**src/rtl/hilo_divider_pkg.sv**
```systemverilog
// Shared definitions for the HI/LO iterative divider: state encoding, widths, decode op codes.
package hilo_divider_pkg;

   localparam int unsigned DIV_WIDTH = 32;
   localparam int unsigned DIV_CNT_W = $clog2(DIV_WIDTH) + 1;

   typedef enum logic [1:0] {
      S_IDLE = 2'd0,
      S_RUN  = 2'd1,
      S_DONE = 2'd2
   } div_state_e;

   // MIPS SPECIAL funct codes that decode maps onto start/is_signed
   typedef enum logic [5:0] {
      ALU_OP_DIV  = 6'h1A,
      ALU_OP_DIVU = 6'h1B
   } div_alu_op_e;

   function automatic logic alu_op_is_signed(input div_alu_op_e op);
      return (op == ALU_OP_DIV);
   endfunction

endpackage

```
**src/rtl/hilo_div_sign_adj.sv**
```systemverilog
// Combinational sign handling for hilo_divider: operand magnitudes on entry,
// result negation and zero-divisor override on exit.
module hilo_div_sign_adj
   import hilo_divider_pkg::*;
#(
   parameter int unsigned WIDTH = DIV_WIDTH
) (
   input  logic             i_is_signed,
   input  logic [WIDTH-1:0] i_dividend,
   input  logic [WIDTH-1:0] i_divisor,
   input  logic [WIDTH-1:0] i_quo,
   input  logic [WIDTH-1:0] i_rem,
   input  logic             i_qneg,
   input  logic             i_rneg,
   input  logic             i_dvz,
   output logic [WIDTH-1:0] o_abs_dvd,
   output logic [WIDTH-1:0] o_abs_dvs,
   output logic             o_qneg,
   output logic             o_rneg,
   output logic [WIDTH-1:0] o_quotient,
   output logic [WIDTH-1:0] o_remainder
);

   logic w_dvd_neg;
   logic w_dvs_neg;

   assign w_dvd_neg = i_is_signed & i_dividend[WIDTH-1];
   assign w_dvs_neg = i_is_signed & i_divisor[WIDTH-1];

   // Magnitude of the most negative value wraps to itself, which is the correct unsigned magnitude
   assign o_abs_dvd = w_dvd_neg ? (~i_dividend + WIDTH'(1)) : i_dividend;
   assign o_abs_dvs = w_dvs_neg ? (~i_divisor + WIDTH'(1)) : i_divisor;
   assign o_qneg    = w_dvd_neg ^ w_dvs_neg;
   assign o_rneg    = w_dvd_neg;

   // With a zero divisor the restoring loop leaves |dividend| in rem, so only the quotient needs forcing
   assign o_quotient  = i_dvz  ? '1 : (i_qneg ? (~i_quo + WIDTH'(1)) : i_quo);
   assign o_remainder = i_rneg ? (~i_rem + WIDTH'(1)) : i_rem;

endmodule

```
**src/rtl/hilo_divider.sv**
```systemverilog
// Iterative radix-2 restoring divider for MIPS DIV/DIVU (quotient -> LO, remainder -> HI).
// Optional macro HILO_DIV_ZERO_FAST_EN: zero divisor completes in a single cycle.
module hilo_divider
   import hilo_divider_pkg::*;
#(
   parameter int unsigned WIDTH = DIV_WIDTH
) (
   input  logic             clk,
   input  logic             rst,
   input  logic             start,
   input  logic             is_signed,
   input  logic [WIDTH-1:0] dividend,
   input  logic [WIDTH-1:0] divisor,
   input  logic             annul,
   output logic             busy,
   output logic             done,
   output logic [WIDTH-1:0] quotient,
   output logic [WIDTH-1:0] remainder
);

   localparam int unsigned CNT_W = $clog2(WIDTH) + 1;

   div_state_e       r_state;
   logic [CNT_W-1:0] r_cnt;
   logic [WIDTH-1:0] r_dvs;
   logic [WIDTH-1:0] r_quo;
   logic [WIDTH-1:0] r_rem;
   logic             r_qneg;
   logic             r_rneg;
   logic             r_dvz;
   logic             r_busy;
   logic             r_done;
   logic [WIDTH-1:0] r_quotient;
   logic [WIDTH-1:0] r_remainder;

   logic [WIDTH-1:0] w_abs_dvd;
   logic [WIDTH-1:0] w_abs_dvs;
   logic             w_qneg;
   logic             w_rneg;
   logic             w_dvs_zero;
   logic [WIDTH:0]   w_trial;
   logic [WIDTH-1:0] w_quo_nxt;
   logic [WIDTH-1:0] w_rem_nxt;
   logic [WIDTH-1:0] w_quotient;
   logic [WIDTH-1:0] w_remainder;

   assign w_dvs_zero = (divisor == '0);

   // One restoring step: shift {rem,quo} left, subtract divisor, restore on borrow
   assign w_trial   = {r_rem, r_quo[WIDTH-1]} - {1'b0, r_dvs};
   assign w_rem_nxt = w_trial[WIDTH] ? {r_rem[WIDTH-2:0], r_quo[WIDTH-1]} : w_trial[WIDTH-1:0];
   assign w_quo_nxt = {r_quo[WIDTH-2:0], ~w_trial[WIDTH]};

   hilo_div_sign_adj #(.WIDTH(WIDTH)) u_sign_adj (
      .i_is_signed (is_signed),
      .i_dividend  (dividend),
      .i_divisor   (divisor),
      .i_quo       (w_quo_nxt),
      .i_rem       (w_rem_nxt),
      .i_qneg      (r_qneg),
      .i_rneg      (r_rneg),
      .i_dvz       (r_dvz),
      .o_abs_dvd   (w_abs_dvd),
      .o_abs_dvs   (w_abs_dvs),
      .o_qneg      (w_qneg),
      .o_rneg      (w_rneg),
      .o_quotient  (w_quotient),
      .o_remainder (w_remainder)
   );

   always_ff @(posedge clk or posedge rst) begin
      if (rst) begin
         r_state     <= S_IDLE;
         r_cnt       <= '0;
         r_dvs       <= '0;
         r_quo       <= '0;
         r_rem       <= '0;
         r_qneg      <= 1'b0;
         r_rneg      <= 1'b0;
         r_dvz       <= 1'b0;
         r_busy      <= 1'b0;
         r_done      <= 1'b0;
         r_quotient  <= '0;
         r_remainder <= '0;
      end else if (annul) begin
         // Abort wins over everything; result registers keep the last completed operation
         r_state <= S_IDLE;
         r_busy  <= 1'b0;
         r_done  <= 1'b0;
      end else begin
         unique case (r_state)
            S_IDLE: begin
               r_done <= 1'b0;
               if (start) begin
                  r_dvs  <= w_abs_dvs;
                  r_quo  <= w_abs_dvd;
                  r_rem  <= '0;
                  r_cnt  <= '0;
                  r_qneg <= w_qneg;
                  r_rneg <= w_rneg;
                  r_dvz  <= w_dvs_zero;
                  r_busy <= 1'b1;
`ifdef HILO_DIV_ZERO_FAST_EN
                  if (w_dvs_zero) begin
                     r_quotient  <= '1;
                     r_remainder <= dividend;
                     r_done      <= 1'b1;
                     r_state     <= S_DONE;
                  end else begin
                     r_state <= S_RUN;
                  end
`else
                  r_state <= S_RUN;
`endif
               end
            end
            S_RUN: begin
               r_rem <= w_rem_nxt;
               r_quo <= w_quo_nxt;
               r_cnt <= r_cnt + CNT_W'(1);
               if (r_cnt == CNT_W'(WIDTH - 1)) begin
                  r_quotient  <= w_quotient;
                  r_remainder <= w_remainder;
                  r_done      <= 1'b1;
                  r_state     <= S_DONE;
               end
            end
            S_DONE: begin
               r_busy  <= 1'b0;
               r_done  <= 1'b0;
               r_state <= S_IDLE;
            end
            default: begin
               r_busy  <= 1'b0;
               r_done  <= 1'b0;
               r_state <= S_IDLE;
            end
         endcase
      end
   end

   assign busy      = r_busy;
   assign done      = r_done;
   assign quotient  = r_quotient;
   assign remainder = r_remainder;

endmodule

```
**config.mk**
```make
export PLATFORM = sky130hd
export DESIGN_NAME = hilo_divider
export DESIGN_NICKNAME = d
export VERILOG_FILES = /design/src/rtl/hilo_divider_pkg.sv /design/src/rtl/hilo_div_sign_adj.sv /design/src/rtl/hilo_divider.sv
export SDC_FILE = /design/constraint.sdc
export NUM_CORES = 1
export LEC_CHECK = 0
export ABC_AREA = 1
export CORE_MARGIN = 1
export CORE_UTILIZATION = 57
export DETAILED_ROUTE_END_ITERATION = 7
export PLACE_DENSITY_LB_ADDON = 0.3
export SLEW_MARGIN = 20
export SYNTH_ARGS = -nofsm -noshare
export SYNTH_HDL_FRONTEND = slang
export SYNTH_SLANG_ARGS = --single-unit
```
**constraint.sdc**
```tcl
create_clock -name clk -period 7.4 [get_ports clk]
set_input_delay 1.48 -clock clk [delete_from_list [all_inputs] [get_ports clk]]
set_output_delay 1.48 -clock clk [all_outputs]
set_load 0.03 [all_outputs]
```
-- After elaboration in Yosys (flattened, before gate mapping)
Cells that the tools add are included.
- register bits: 173
- input bits: 69
- word-level logic and storage cells: 63
- add/subtract/negate cells: 6
- equality and inequality tests: 6
- muxes and demuxes: 22
- bitwise operators: 9
- reductions and logical operators: 8
- operators by type and width (operator ; number):
    32-bit two-way mux ; 8
    32-bit by 1-bit adder with 32-bit output, second input constant ; 4
    32-bit NOT ; 4
    32-bit case mux with 2 select lines ; 2
    33-bit by 32-bit subtractor with 33-bit output ; 1
    32-bit logical NOT ; 1
    6-bit case mux with 2 select lines ; 1
    3-bit AND reduction ; 3
    6-bit by 1-bit adder with 6-bit output, second input constant ; 1
    6-bit by 5-bit == test with 1-bit output, second input constant ; 1
    2-bit two-way mux ; 3
    6-bit two-way mux ; 1
    3-bit != test, second input constant ; 2
    1-bit two-way mux ; 5
    2-bit != test, second input constant ; 2
    2-bit case mux with 2 select lines ; 1
    2-bit AND reduction ; 2
    1-bit bitwise AND ; 2
    2-bit by 1-bit == test with 1-bit output, second input constant ; 1
    2-bit logical NOT ; 1
    1-bit NOT ; 2
    1-bit case mux with 2 select lines ; 1
    2-bit nonzero test ; 1
    1-bit bitwise XOR ; 1

-- Depth between registers and ports, before layout
- word-level depth: 6
- gate-level depth with buffers: 30

-- Cells and area by module
Synthesis repeated with hierarchy kept, for this count alone.
- cell total of the unflattened synthesis: 2360
- area, all modules: 14430.1 sq um
- modules (own cells, without submodules) (module ; instances ; cells an instance ; area each (sq um) ; sequential area each (sq um)):
    hilo_divider ; 1 ; 1483 ; 10184.8 ; 4329.2
    hilo_div_sign_adj ; 1 ; 877 ; 4245.3 ; 0.0

-- Worst setup path before layout
No wires, ideal clock.
- path type: reg-to-reg
- start point: register r_dvs[0]
- end point: register r_quotient[28] (netlist: quotient[28])
- setup time: 0.119 ns
- data arrival time: 3.715 ns
- data required time: 7.281 ns
- setup slack: 3.566 ns
- stages on the path, launching flop included: 29
- cells stage by stage: dfrtp_1 ha_1 fa_1 inv_1 nand2_1 nand2_1 nand3_1 nand2_2 nand2_2 nand2_2 nand2_4 nand2_4 nand2_4 nand2_4 buf_2 ha_1 nand3_1 nor3_1 nand3_1 nor2_1 nand4_1 o21ai_1 o21ai_0 inv_1 o21ai_1 nor2_1 nor2_1 o22ai_1 inv_1
- word-level cells in the longest chain between the ends: 6
- ends and longest elaborated chain (element ; line ; text):
    start, declared ; hilo_divider.sv:25 ; logic [WIDTH-1:0] r_dvs;
    start signal, assigned ; hilo_divider.sv:95 ; r_dvs <= w_abs_dvs;
    33-bit by 32-bit subtractor with 33-bit output ; hilo_divider.sv:50 ; assign w_trial = {r_rem, r_quo[WIDTH-1]} - {1'b0, r_dvs};
    1-bit NOT ; hilo_divider.sv:52 ; assign w_quo_nxt = {r_quo[WIDTH-2:0], ~w_trial[WIDTH]};
    32-bit NOT ; hilo_div_sign_adj.sv:37 ; assign o_quotient = i_dvz ? '1 : (i_qneg ? (~i_quo + WIDTH'(1)) : i_quo);
    32-bit by 1-bit adder with 32-bit output ; hilo_div_sign_adj.sv:37 ;
    32-bit two-way mux (2 in series) ; hilo_div_sign_adj.sv:37 ;
    end signal, assigned ; hilo_divider.sv:122 ; r_quotient <= w_quotient;
    end, declared ; hilo_divider.sv:33 ; logic [WIDTH-1:0] r_quotient;
Every way passes these cells.
A chain may end at the register's enable or synchronous reset.

-- Worst setup path after layout
- start point: register r_quo[31]
- end point: register r_quotient[26] (netlist: quotient[26])
- word-level cells in the longest chain between the ends: 6
- ends and longest elaborated chain (element ; line ; text):
    start, declared ; hilo_divider.sv:26 ; logic [WIDTH-1:0] r_quo;
    start signal, assigned ; hilo_divider.sv:96 ; r_quo <= w_abs_dvd;
    start signal, assigned ; hilo_divider.sv:119 ; r_quo <= w_quo_nxt;
    33-bit by 32-bit subtractor with 33-bit output ; hilo_divider.sv:50 ;
    1-bit NOT ; hilo_divider.sv:52 ;
    32-bit NOT ; hilo_div_sign_adj.sv:37 ;
    32-bit by 1-bit adder with 32-bit output ; hilo_div_sign_adj.sv:37 ;
    32-bit two-way mux (2 in series) ; hilo_div_sign_adj.sv:37 ;
Every way passes these cells.

==> impl_metrics.tcl <==
set metrics [dict create \
    status "complete, no violations" \
    vdd_drop_max_mv 0.349 \
    cts_htree_levels 4 \
    fin_skew_ns 0.0158 \
    wl_per_cell_um 16.6 \
    worst-r2r-cell-count 28 \
    r2r-start "r_quo[31]" \
    clkSlewWorstSetupHoldPaths_ns 0.07 \
    path_depth 28 \
    setup_ws_ns 2.55 \
    cp-start-kind "register" \
    cts_tree "built" \
    dp_slack_ns 2.65 \
    via_count 13900 \
    drv_slew 0 \
    power_density_nw_per_um2 413 \
    worst_skew_pair.late_latency_ns 0.44 \
    overflow 0 \
    cts_buffers 17 \
    whs_path_depth 2 \
    nFillCells 2056 \
    final_area_um2 15400 \
    io_buffer_count 134 \
    cp_data_required_time_ns 7.72 \
    p_leak_nw 8.03 \
    grt_max_degree 79 \
    crit_top_cell "inv_1" \
    drt_iter0_drc 1384 \
    diodes 0 \
    hpwl_um 32000 \
    synth_cell_types 47 \
    relSlewSlack 0.288 \
    reg2reg_setup_slack_ns 2.55 \
    die-height_um 155 \
    ioPinCount 135 \
    critical_path_buf_inv_count 5 \
    rsz0062_at_grt "false" \
    finalSetupViolations 0 \
    dp.cells 2472 \
    syn-cell-area_um2 13300 \
    crit_family "simple AND/OR/NAND/NOR gates" \
    antenna_left 0 \
    setup_tns_ns 0 \
    cts_hold_buf 0 \
    syn_inst 2080 \
    max_freq_mhz 206 \
    maxCapViolCount 0 \
    yosys_register_bits 173 \
    synth_nets 2187 \
    hold_viol 0 \
    slowest_stage "fa_1" \
    endpoint "quotient[26]" \
    worst_slew_pin_slew_ns 1.07 \
    numClockSinks 173 \
    cp-end-kind "register" \
    r2r-end "quotient[26]" \
    grt_pass1_vias 13300 \
    synth-main-ff-cell "dfrtp_1" \
    layout.nets 2285 \
    synth_area_per_cell_um2 6.39 \
    routabilityCongestion 0.956 \
    cts_setup_buffers 0 \
    startpoint "r_quo[31]" \
    cts_root_buf "clkbuf_16" \
    drc 0 \
    clock_path_buffers 2 \
    post_cts_resized 0 \
    finalCriticalPeriod_ns 4.85 \
    grt_usage 0.359 \
    synthArstFlopShare 1.00 \
    totalWireLength_um 41500 \
    layout-drive-gt1-share 0.0456 \
    drt-pass1-iter-count 8 \
    crit_type "register to register" \
    num_rows 55 \
    crit_arrival_ns 5.17 \
    place_area_um2 14800 \
    cp_max_fo 42 \
    syn_to_final_growth_pct 15.7 \
    yosys_warnings 0 \
    max_stage_delay_ns 0.40 \
    hold_path.class "register to register" \
    initial_utilization 0.584 \
    dieWidth_um 155 \
    post_drt_via_cell_ratio 5.56 \
    synth_seq_area_share 0.326 \
    synth_edf_count 0 \
    instances_no_fill 2504 \
    coreArea_um2 22800 \
    fin_crit_sh 0.655 \
    grt_pass1_wl_um 67500 \
    fp.dieArea_um2 23900 \
    antenna_found_initial 0 \
]
-- state kept, by name, indices dropped and copies added (netlist names) --
register	count
r_quo	32
r_state	2
busy	1
done	1
r_cnt	6
r_dvz	1
r_rneg	1
r_dvs	32
r_qneg	1
quotient	32
r_rem	32
remainder	32
-- metal layers --
layer	share of wire	global-route usage
met1	0.41	0.451
met3	0.066	0.0496
met2	0.49	0.631
met5	0	0
met4	0.033	0.126
-- cells in the final DEF, fill, tap and decap left out, drive strengths merged --
| cell | netlist | final |
|---|---|---|
| nand4 | 19 | 19 |
| nand3 | 138 | 138 |
| or3 | 2 | 2 |
| o211ai | 28 | 28 |
| dfrtp | 173 | 173 |
| and3 | 1 | 1 |
| nand3b | 9 | 9 |
| a31oi | 13 | 13 |
| inv | 315 | 320 |
| fa | 1 | 1 |
| clkinvlp | 0 | 4 |
| clkdlybuf4s50 | 0 | 134 |
| o21ai | 143 | 143 |
| xor2 | 50 | 50 |
| nand2 | 698 | 698 |
| o22a | 1 | 1 |
| nor4 | 9 | 9 |
| ha | 37 | 37 |
| o32ai | 1 | 1 |
| buf | 23 | 11 |
| nor3 | 22 | 22 |
| o21bai | 2 | 2 |
| clkinv | 1 | 3 |
| a21o | 2 | 2 |
| a22o | 1 | 1 |
| bufinv | 0 | 1 |
| or2 | 5 | 5 |
| xnor2 | 14 | 14 |
| a22oi | 3 | 3 |
| o41ai | 3 | 3 |
| o31ai | 6 | 6 |
| clkbuf | 43 | 20 |
| o22ai | 41 | 41 |
| and2 | 2 | 2 |
| a21oi | 64 | 64 |
| nor2 | 210 | 210 |
-- cells in the mapped netlist, types with 2 or more instances --
| library cell | count | share of area |
|---|---|---|
| a21o_1 | 2 | 0.0011 |
| a21oi_1 | 61 | 0.023 |
| a21oi_2 | 2 | 0.0013 |
| a22oi_1 | 3 | 0.0017 |
| a31oi_1 | 13 | 0.0061 |
| and2_1 | 2 | 0.00094 |
| buf_1 | 4 | 0.0011 |
| buf_2 | 11 | 0.0041 |
| buf_4 | 2 | 0.0011 |
| buf_6 | 5 | 0.0042 |
| clkbuf_1 | 43 | 0.012 |
| dfrtp_1 | 173 | 0.33 |
| ha_1 | 37 | 0.035 |
| inv_1 | 309 | 0.087 |
| inv_2 | 6 | 0.0017 |
| nand2_1 | 671 | 0.19 |
| nand2_2 | 21 | 0.0099 |
| nand2_4 | 5 | 0.0042 |
| nand3_1 | 135 | 0.051 |
| nand3_2 | 2 | 0.0015 |
| nand3b_1 | 9 | 0.0051 |
| nand4_1 | 19 | 0.0089 |
| nor2_1 | 200 | 0.056 |
| nor2_2 | 10 | 0.0047 |
| nor3_1 | 22 | 0.0083 |
| nor4_1 | 9 | 0.0042 |
| o211ai_1 | 28 | 0.016 |
| o21ai_0 | 134 | 0.050 |
| o21ai_1 | 9 | 0.0034 |
| o21bai_1 | 2 | 0.0011 |
| o22ai_1 | 41 | 0.019 |
| o31ai_1 | 6 | 0.0034 |
| o41ai_1 | 3 | 0.0020 |
| or2_2 | 5 | 0.0024 |
| or3_1 | 2 | 0.00094 |
| xnor2_1 | 14 | 0.0092 |
| xor2_1 | 50 | 0.033 |
-- through the flow --
stage / total power, W / utilization / hold slack, ns
3_3_place_gp: 0.00530 / 0.650 / 0.466
6_report: 0.00635 / 0.675 / 0.486
2_1_floorplan: 0.00436 / - / 0.453
4_1_cts: 0.00628 / 0.675 / 0.488
5_1_grt: 0.00689 / 0.675 / 0.515
3_5_place_dp: 0.00535 / 0.650 / 0.470
-- area by class of cell --
type                       instances  area (um2)  area share
multi-input combinational       1525        7470       0.486
sequential                       173        4330       0.281
timing repair buffer             145        1420      0.0926
inverter                         316        1190      0.0774
clock buffer                      20         447      0.0290
tap                              313         392      0.0255
clock inverter                    12         126     0.00821
-- where the power goes --
part / total, W / switching, W / internal, W
Sequential: 0.00130 / 0.000184 / 0.00112
Combinational: 0.00413 / 0.00286 / 0.00128
Clock: 0.000914 / 0.000432 / 0.000482
Total: 0.00635 / 0.00347 / 0.00287
-- worst reg2reg max path: cells and delay by family (launching register included) --
family,cells,cell delay [ns]
DFF,1,0.33
adders and majority gates,3,0.93
and+or+nand+nor,15,2.20
buffers and inverters,5,0.51
AOI/OAI and AO/OA,5,0.78
-- logic make-up after synthesis --
kind of cell | synth area share
xor gates and xnor gates | 0.0422
DFF | 0.326
and+or+nand+nor | 0.351
buffers and inverters | 0.113
AOI/OAI and AO/OA | 0.132
adders and majority gates | 0.0363
-- worst min-delay path by stage --
| stage | startpoint | end | slack (ns) |
|---|---|---|---|
| after floorplan | r_dvs[10] | r_dvs[10] | 0.45 |
| after global placement | remainder[2] | remainder[2] | 0.47 |
| after detailed placement | remainder[20] | remainder[20] | 0.47 |
| after CTS | remainder[20] | remainder[20] | 0.49 |
| after global routing | remainder[15] | remainder[15] | 0.51 |
| final | remainder[0] | remainder[0] | 0.49 |
No activity file was read; power rests on OpenSTA's default activity.
